==> src/rtl/lspc_lb_writer_if.sv <==
// Sprite-strip handshake bundle between the sprite fetcher and the line-buffer writer.
// Latency: none, wires only.
// Backpressure: source holds SPR_* stable while SPR_VALID=1 until a CE edge sees SPR_READY=1.
interface lspc_lb_writer_if;
  logic        SPR_VALID;
  logic        SPR_READY;
  logic [8:0]  SPR_X;
  logic [7:0]  SPR_PAL;
  logic        SPR_FLIPX;
  logic [63:0] SPR_PIX;

  // Sprite fetcher side
  modport master (
    output SPR_VALID,
    output SPR_X,
    output SPR_PAL,
    output SPR_FLIPX,
    output SPR_PIX,
    input  SPR_READY
  );

  // Line-buffer writer side
  modport slave (
    input  SPR_VALID,
    input  SPR_X,
    input  SPR_PAL,
    input  SPR_FLIPX,
    input  SPR_PIX,
    output SPR_READY
  );
endinterface

==> src/rtl/lspc_lb_writer.sv <==
// Line-buffer writer: takes 16-pixel sprite strips and writes them into the write pair of line buffers.
// Latency: 1 CE cycle LOAD, then 8 (even X) or 9 (odd X) CE cycles WRITE; all outputs registered.
// Backpressure: SPR_READY only in IDLE with no LINE_START; LINE_START aborts any strip in flight.
module lspc_lb_writer (
  input  logic                   CLK,
  input  logic                   nRST,
  input  logic                   CE_6MB,
  input  logic                   LINE_START,
  lspc_lb_writer_if.slave        spr,
  output logic [23:0]            PBUS,
  output logic                   PCK2,
  output logic                   LD1,
  output logic                   LD2,
  output logic [3:0]             WE,
  output logic [3:0]             CK,
  output logic [3:0]             GAD,
  output logic [3:0]             GBD,
  output logic                   TMS0,
  output logic                   SS1,
  output logic                   SS2,
  output logic                   BUSY
);

  typedef enum logic [1:0] {
    S_IDLE  = 2'd0,
    S_LOAD  = 2'd1,
    S_WRITE = 2'd2
  } state_t;

  state_t      state;
  logic [3:0]  k;        // pair counter, index of the cycle currently on the outputs
  logic        x0_r;     // odd start X shifts the strip by one position against the even/odd pair
  logic [63:0] pix_r;    // strip pixels already in logical (flip-corrected) order

  logic [63:0] pix_in;
  logic [3:0]  k_nxt;
  logic [5:0]  pos_a;
  logic [5:0]  pos_b;
  logic [3:0]  pix_a;
  logic [3:0]  pix_b;
  logic        last_k;
  logic [3:0]  we_nxt;
  logic [3:0]  ck_pair;
  logic [7:0]  addr_r;
  logic [7:0]  addr_l;

  assign spr.SPR_READY = (state == S_IDLE) & ~LINE_START;

  // The displayed pair is cleared after it has been read out.
  assign SS1 = TMS0;
  assign SS2 = ~TMS0;

  // Reorder incoming nibbles so logical pixel 0 always sits in bits [3:0].
  always_comb begin
    pix_in = '0;
    for (int i = 0; i < 16; i++) begin
      pix_in[4*i +: 4] = spr.SPR_FLIPX ? spr.SPR_PIX[4*(15-i) +: 4] : spr.SPR_PIX[4*i +: 4];
    end
  end

  // Strip-relative pixel positions for the cycle about to be presented; out-of-strip reads as 0.
  always_comb begin
    k_nxt   = (state == S_LOAD) ? 4'd0 : k + 4'd1;
    // Even position = 2*K - X[0]; a negative result wraps to 63 and drops out of range.
    pos_a   = {1'b0, k_nxt, 1'b0} - {5'd0, x0_r};
    pos_b   = pos_a + 6'd1;
    pix_a   = (pos_a < 6'd16) ? pix_r[{pos_a[3:0], 2'b00} +: 4] : 4'd0;
    pix_b   = (pos_b < 6'd16) ? pix_r[{pos_b[3:0], 2'b00} +: 4] : 4'd0;
    last_k  = (k == (x0_r ? 4'd8 : 4'd7));
    // Colour index 0 is transparent and never written.
    we_nxt  = TMS0 ? {2'b00, (pix_b != 4'd0), (pix_a != 4'd0)}
                   : {(pix_b != 4'd0), (pix_a != 4'd0), 2'b00};
    ck_pair = TMS0 ? 4'b0011 : 4'b1100;
    addr_r  = spr.SPR_X[8:1];
    addr_l  = spr.SPR_X[8:1] + {7'd0, spr.SPR_X[0]};
  end

  // Strip FSM with all line-buffer controls registered alongside the state.
  always_ff @(posedge CLK or negedge nRST) begin
    if (!nRST) begin
      state <= S_IDLE;
      k     <= 4'd0;
      x0_r  <= 1'b0;
      pix_r <= '0;
      PBUS  <= 24'd0;
      PCK2  <= 1'b0;
      LD1   <= 1'b0;
      LD2   <= 1'b0;
      WE    <= 4'd0;
      CK    <= 4'd0;
      GAD   <= 4'd0;
      GBD   <= 4'd0;
      TMS0  <= 1'b0;
      BUSY  <= 1'b0;
    end else if (CE_6MB) begin
      if (LINE_START) begin
        // New line: swap display/write pairs and drop any strip in flight.
        TMS0  <= ~TMS0;
        state <= S_IDLE;
        PCK2  <= 1'b0;
        LD1   <= 1'b0;
        LD2   <= 1'b0;
        WE    <= 4'd0;
        CK    <= 4'd0;
        GAD   <= 4'd0;
        GBD   <= 4'd0;
        BUSY  <= 1'b0;
      end else begin
        case (state)
          S_IDLE: begin
            if (spr.SPR_VALID) begin
              x0_r  <= spr.SPR_X[0];
              pix_r <= pix_in;
              PBUS  <= {spr.SPR_PAL, addr_r, addr_l};
              PCK2  <= 1'b1;
              LD1   <= TMS0;
              LD2   <= ~TMS0;
              BUSY  <= 1'b1;
              state <= S_LOAD;
            end
          end
          S_LOAD: begin
            PCK2  <= 1'b0;
            LD1   <= 1'b0;
            LD2   <= 1'b0;
            k     <= 4'd0;
            GAD   <= pix_a;
            GBD   <= pix_b;
            WE    <= we_nxt;
            CK    <= ck_pair;
            state <= S_WRITE;
          end
          S_WRITE: begin
            if (last_k) begin
              WE    <= 4'd0;
              CK    <= 4'd0;
              GAD   <= 4'd0;
              GBD   <= 4'd0;
              BUSY  <= 1'b0;
              state <= S_IDLE;
            end else begin
              k     <= k_nxt;
              GAD   <= pix_a;
              GBD   <= pix_b;
              WE    <= we_nxt;
              CK    <= ck_pair;
            end
          end
          default: begin
            state <= S_IDLE;
          end
        endcase
      end
    end
  end

endmodule

==> src/flat_wrapper.sv <==
// flat-port wrapper written by rule: the top's interface ports become plain ports
module lspc_lb_writer_flat 
  (CLK, nRST, CE_6MB, LINE_START, PBUS, PCK2, LD1, LD2, WE, CK, GAD, GBD, TMS0, SS1, SS2, BUSY, spr_SPR_VALID, spr_SPR_X, spr_SPR_PAL, spr_SPR_FLIPX, spr_SPR_PIX, spr_SPR_READY);
  lspc_lb_writer_if spr_i ();
  input  logic CLK;
  input  logic nRST;
  input  logic CE_6MB;
  input  logic LINE_START;
  output logic [23:0] PBUS;
  output logic PCK2;
  output logic LD1;
  output logic LD2;
  output logic [3:0] WE;
  output logic [3:0] CK;
  output logic [3:0] GAD;
  output logic [3:0] GBD;
  output logic TMS0;
  output logic SS1;
  output logic SS2;
  output logic BUSY;
  input wire logic [$bits(spr_i.SPR_VALID)-1:0] spr_SPR_VALID;
  input wire logic [$bits(spr_i.SPR_X)-1:0] spr_SPR_X;
  input wire logic [$bits(spr_i.SPR_PAL)-1:0] spr_SPR_PAL;
  input wire logic [$bits(spr_i.SPR_FLIPX)-1:0] spr_SPR_FLIPX;
  input wire logic [$bits(spr_i.SPR_PIX)-1:0] spr_SPR_PIX;
  output wire logic [$bits(spr_i.SPR_READY)-1:0] spr_SPR_READY;
  assign spr_i.SPR_VALID = spr_SPR_VALID;
  assign spr_i.SPR_X = spr_SPR_X;
  assign spr_i.SPR_PAL = spr_SPR_PAL;
  assign spr_i.SPR_FLIPX = spr_SPR_FLIPX;
  assign spr_i.SPR_PIX = spr_SPR_PIX;
  assign spr_SPR_READY = spr_i.SPR_READY;
  lspc_lb_writer u_core (.CLK(CLK), .nRST(nRST), .CE_6MB(CE_6MB), .LINE_START(LINE_START), .spr(spr_i), .PBUS(PBUS), .PCK2(PCK2), .LD1(LD1), .LD2(LD2), .WE(WE), .CK(CK), .GAD(GAD), .GBD(GBD), .TMS0(TMS0), .SS1(SS1), .SS2(SS2), .BUSY(BUSY));
endmodule
==> config.mk <==
export PLATFORM = sky130hd
export DESIGN_NAME = lspc_lb_writer_flat
export DESIGN_NICKNAME = d
export VERILOG_FILES = /design/src/rtl/lspc_lb_writer_if.sv /design/src/rtl/lspc_lb_writer.sv /design/src/flat_wrapper.sv
export SDC_FILE = /design/constraint.sdc
export NUM_CORES = 1
export LEC_CHECK = 0
export CAP_MARGIN = 25
export CORE_ASPECT_RATIO = 1.5
export CORE_MARGIN = 4
export CORE_UTILIZATION = 45
export CTS_CLUSTER_DIAMETER = 40
export CTS_CLUSTER_SIZE = 14
export DETAILED_ROUTE_END_ITERATION = 10
export PLACE_DENSITY = 0.72
export SETUP_SLACK_MARGIN = 0.5
export SLEW_MARGIN = 40
export SYNTH_ARGS = -nofsm -noshare
export SYNTH_HDL_FRONTEND = slang
export SYNTH_SLANG_ARGS = --single-unit
==> constraint.sdc <==
create_clock -name CLK -period 5.4 [get_ports CLK]
set_input_delay 1.08 -clock CLK [delete_from_list [all_inputs] [get_ports CLK]]
set_output_delay 1.08 -clock CLK [all_outputs]
set_load 0.02 [all_outputs]
==> results.ini <==
[clock_tree]
numCtsBuffers = 17
ctsHoldBuffers = 0
cts_sinks = 114
cts_setup_buffers = 0
clk_latency_ns = 0.41
root_buffer = clkbuf_16
cts_tree = built
clk_pin_slew_ns = 0.05
cts_htree_levels = 4
clk_path_buf_depth = 2
cts_resized = 0

[run_status]
status = complete, no violations

[route]
drt-initial-drc-count = 345
met1_length_microns = 5829
drt_wl_total_microns = 16490
antenna_left = 0
wl_met3_microns = 731
routedWlPerCell_microns = 17.73
drc = 0
via_per_inst = 5.568
highest_layer = met4
firstDrtPassIters = 6
met2WireLength_microns = 9137
vias = 5178

[layout]
drive_above_1_share = 0.1152
final_cell_area_sq_um = 8534
areaGrowthSynthToFinish_pct = 31.65
fin_util = 0.6071
nets = 818
antenna_cells = 0

[synthesis]
synth_compound_area_frac = 0.1158
synth_seq_area_share = 0.4401
yosysUniqueCellTypes = 58
yosys.area.top_type = dfrtp_1
synth_ff_type = dfrtp_1
yosysMostFrequentCell = nand2_1
synthMuxAreaShare = 0.2503
synthTopCellsByCount = nand2_1, dfrtp_1, o21ai_0, mux2i_1, mux4_2
synth_edf_count = 0
syn-instance-count = 609
synth_top_family_by_area = multiplexers
ys_seq_elements = 114
synth_top_area_frac = 0.4401
synth_area_per_cell_sq_um = 10.64
synth_nets = 701
yosys.area_share.simple = 0.1274
yosysWarnings = 0
synth-async-reset-ratio = 1.000
synth_fa_ha_area_frac = 0.009651
synth_xor_area_frac = 0.02490
synth_area_leaders = dfrtp_1, mux4_2, mux2i_1
synth_area_sq_um = 6482

[floorplanning]
pin_count = 135
die_area_sq_um = 16430
die-width_microns = 106
start_util = 0.4611
fp.dieH_microns = 155.0
core_area_sq_um = 14060
rows = 53

[global_routing]
grt_overflow = 0
grtUsageTotal = 0.2051
antenna_found_initial = 0
grt_start_max_net_pins = 84
grt_pass1_vias = 5227
grt_pass1_wl_microns = 26530

[timing]
min_period_over_period = 0.7003
fin_crit_ns = 3.782
max_freq_mhz = 264.4
clock_skew_ns = 0.01004
rsz0062_at_grt = false
tns_ns = 0
setup_viol = 0
report.final.slew_viol_count = 0
tightest_slew_ns = 0.7336
final_hold_viol_count = 0
max_slew_margin = 0.5110

[place]
portBuffers = 134
dpl.hpwl_microns = 12250
post_dp_cell_area_sq_um = 7938
place.gp.congestion = 0.9300

[worst_setup_path]
crit_top_cell = clkdlybuf4s50_1
cp.required_ns = 4.32
crit_slowest_cell = clkdlybuf4s50_1
critPathKind = input port to output pin
cpPeakStageDelay_ns = 0.70
critPathLaunchType = input port
end_kind = output pin
critPathArrivalTime_ns = 2.70
path_cells = clkdlybuf4s50_1 -> nor3_1 -> clkdlybuf4s50_1
critical_path.max_fanout = 7

[run]
max_cap_violations = 0

[pwr]
max-vdd-ir-drop_mv = 0.2500
p_leak_nw = 3.801
finalPower_mw = 4.090
power_density_nw_per_um2 = 479.2

[worst_hold_path]
min_path_type = register to register

[flip-flops by register name, indices dropped and copies added (netlist names), 2 cells and up]
register / flops
u_core.CK: 2
u_core.GAD: 4
u_core.GBD: 4
u_core.PBUS: 24
u_core.WE: 4
u_core.k: 4
u_core.pix_r: 64
u_core.state: 2
[placed cells by master (no fill, tap or decap), drive strengths merged, types with 6 or more instances in the layout]
master and count:
nand3 6, dfrtp 114, clkdlybuf4s50 132, clkbuf 22
mux4 38, nand2 149, o21ai 86, mux2i 74
buf 7, a22o 10, xnor2 9, nor2 15
[worst paths after layout]
check | depth (start not counted) | end | slack, ns | startpoint
max | 3 | spr_SPR_READY | 1.62 | LINE_START
min | 2 | u_core.PCK2 | 0.48 | u_core.PCK2
max reg2reg | 8 | u_core.WE[1] | 2.28 | u_core.x0_r
min reg2reg | 2 | u_core.PCK2 | 0.48 | u_core.PCK2
max in group asynchronous | 2 | u_core.pix_r[50] | 3.79 | nRST
min in group asynchronous | 1 | u_core.k[2] | 0.72 | nRST
[kinds of logic after synthesis]
family / count (synthesis)
flip-flops: 114
AO/OA/AOI/OAI: 122
adder cells (fa/ha/maj): 5
multiplexers: 113
XOR/XNOR: 13
buffers and inverters: 47
AND/OR/NAND/NOR: 195
[report_power, final]
group	total (mW)	switching [mW]	internal [mW]	leakage, nW
Clock	1.12	0.379	0.744	0.289
Combinational	1.69	0.838	0.848	2.06
Sequential	1.28	0.200	1.08	1.45
[per-stage QoR]
step / hold WS (ns) / cells / setup slack [ns]
6_report: 0.4786 / 930 / 1.618
3_5_place_dp: 0.4661 / 899 / 1.641
3_3_place_gp: 0.4582 / 899 / 1.655
4_1_cts: 0.4799 / 930 / 1.618
2_1_floorplan: 0.4609 / 609 / 2.508
5_1_grt: 0.4961 / 930 / 1.501
[area by class of cell]
cell class,instances,area (sq um)
Tap cell,192,240.2
Clock buffer,21,460.4
Fill cell,1179,5524
Multi-Input combinational cell,448,3436
Timing Repair Buffer,140,1391
Inverter,5,18.77
Clock inverter,10,133.9
Sequential cell,114,2854
[critical path, delay by kind of cell]
| kind | cells | cell delay [ns] |
|---|---|---|
| and+or+nand+nor | 1 | 0.42 |
| buffers and inverters | 2 | 1.20 |
[metal layers]
layer  global-route usage  vias to the layer above
li1                     -                     2438
met1               0.2134                     2514
met2               0.3835                      175
met3              0.03944                       51
met4               0.1117                        0
met5                    0                        -
Power figures use the tool's default switching activity.
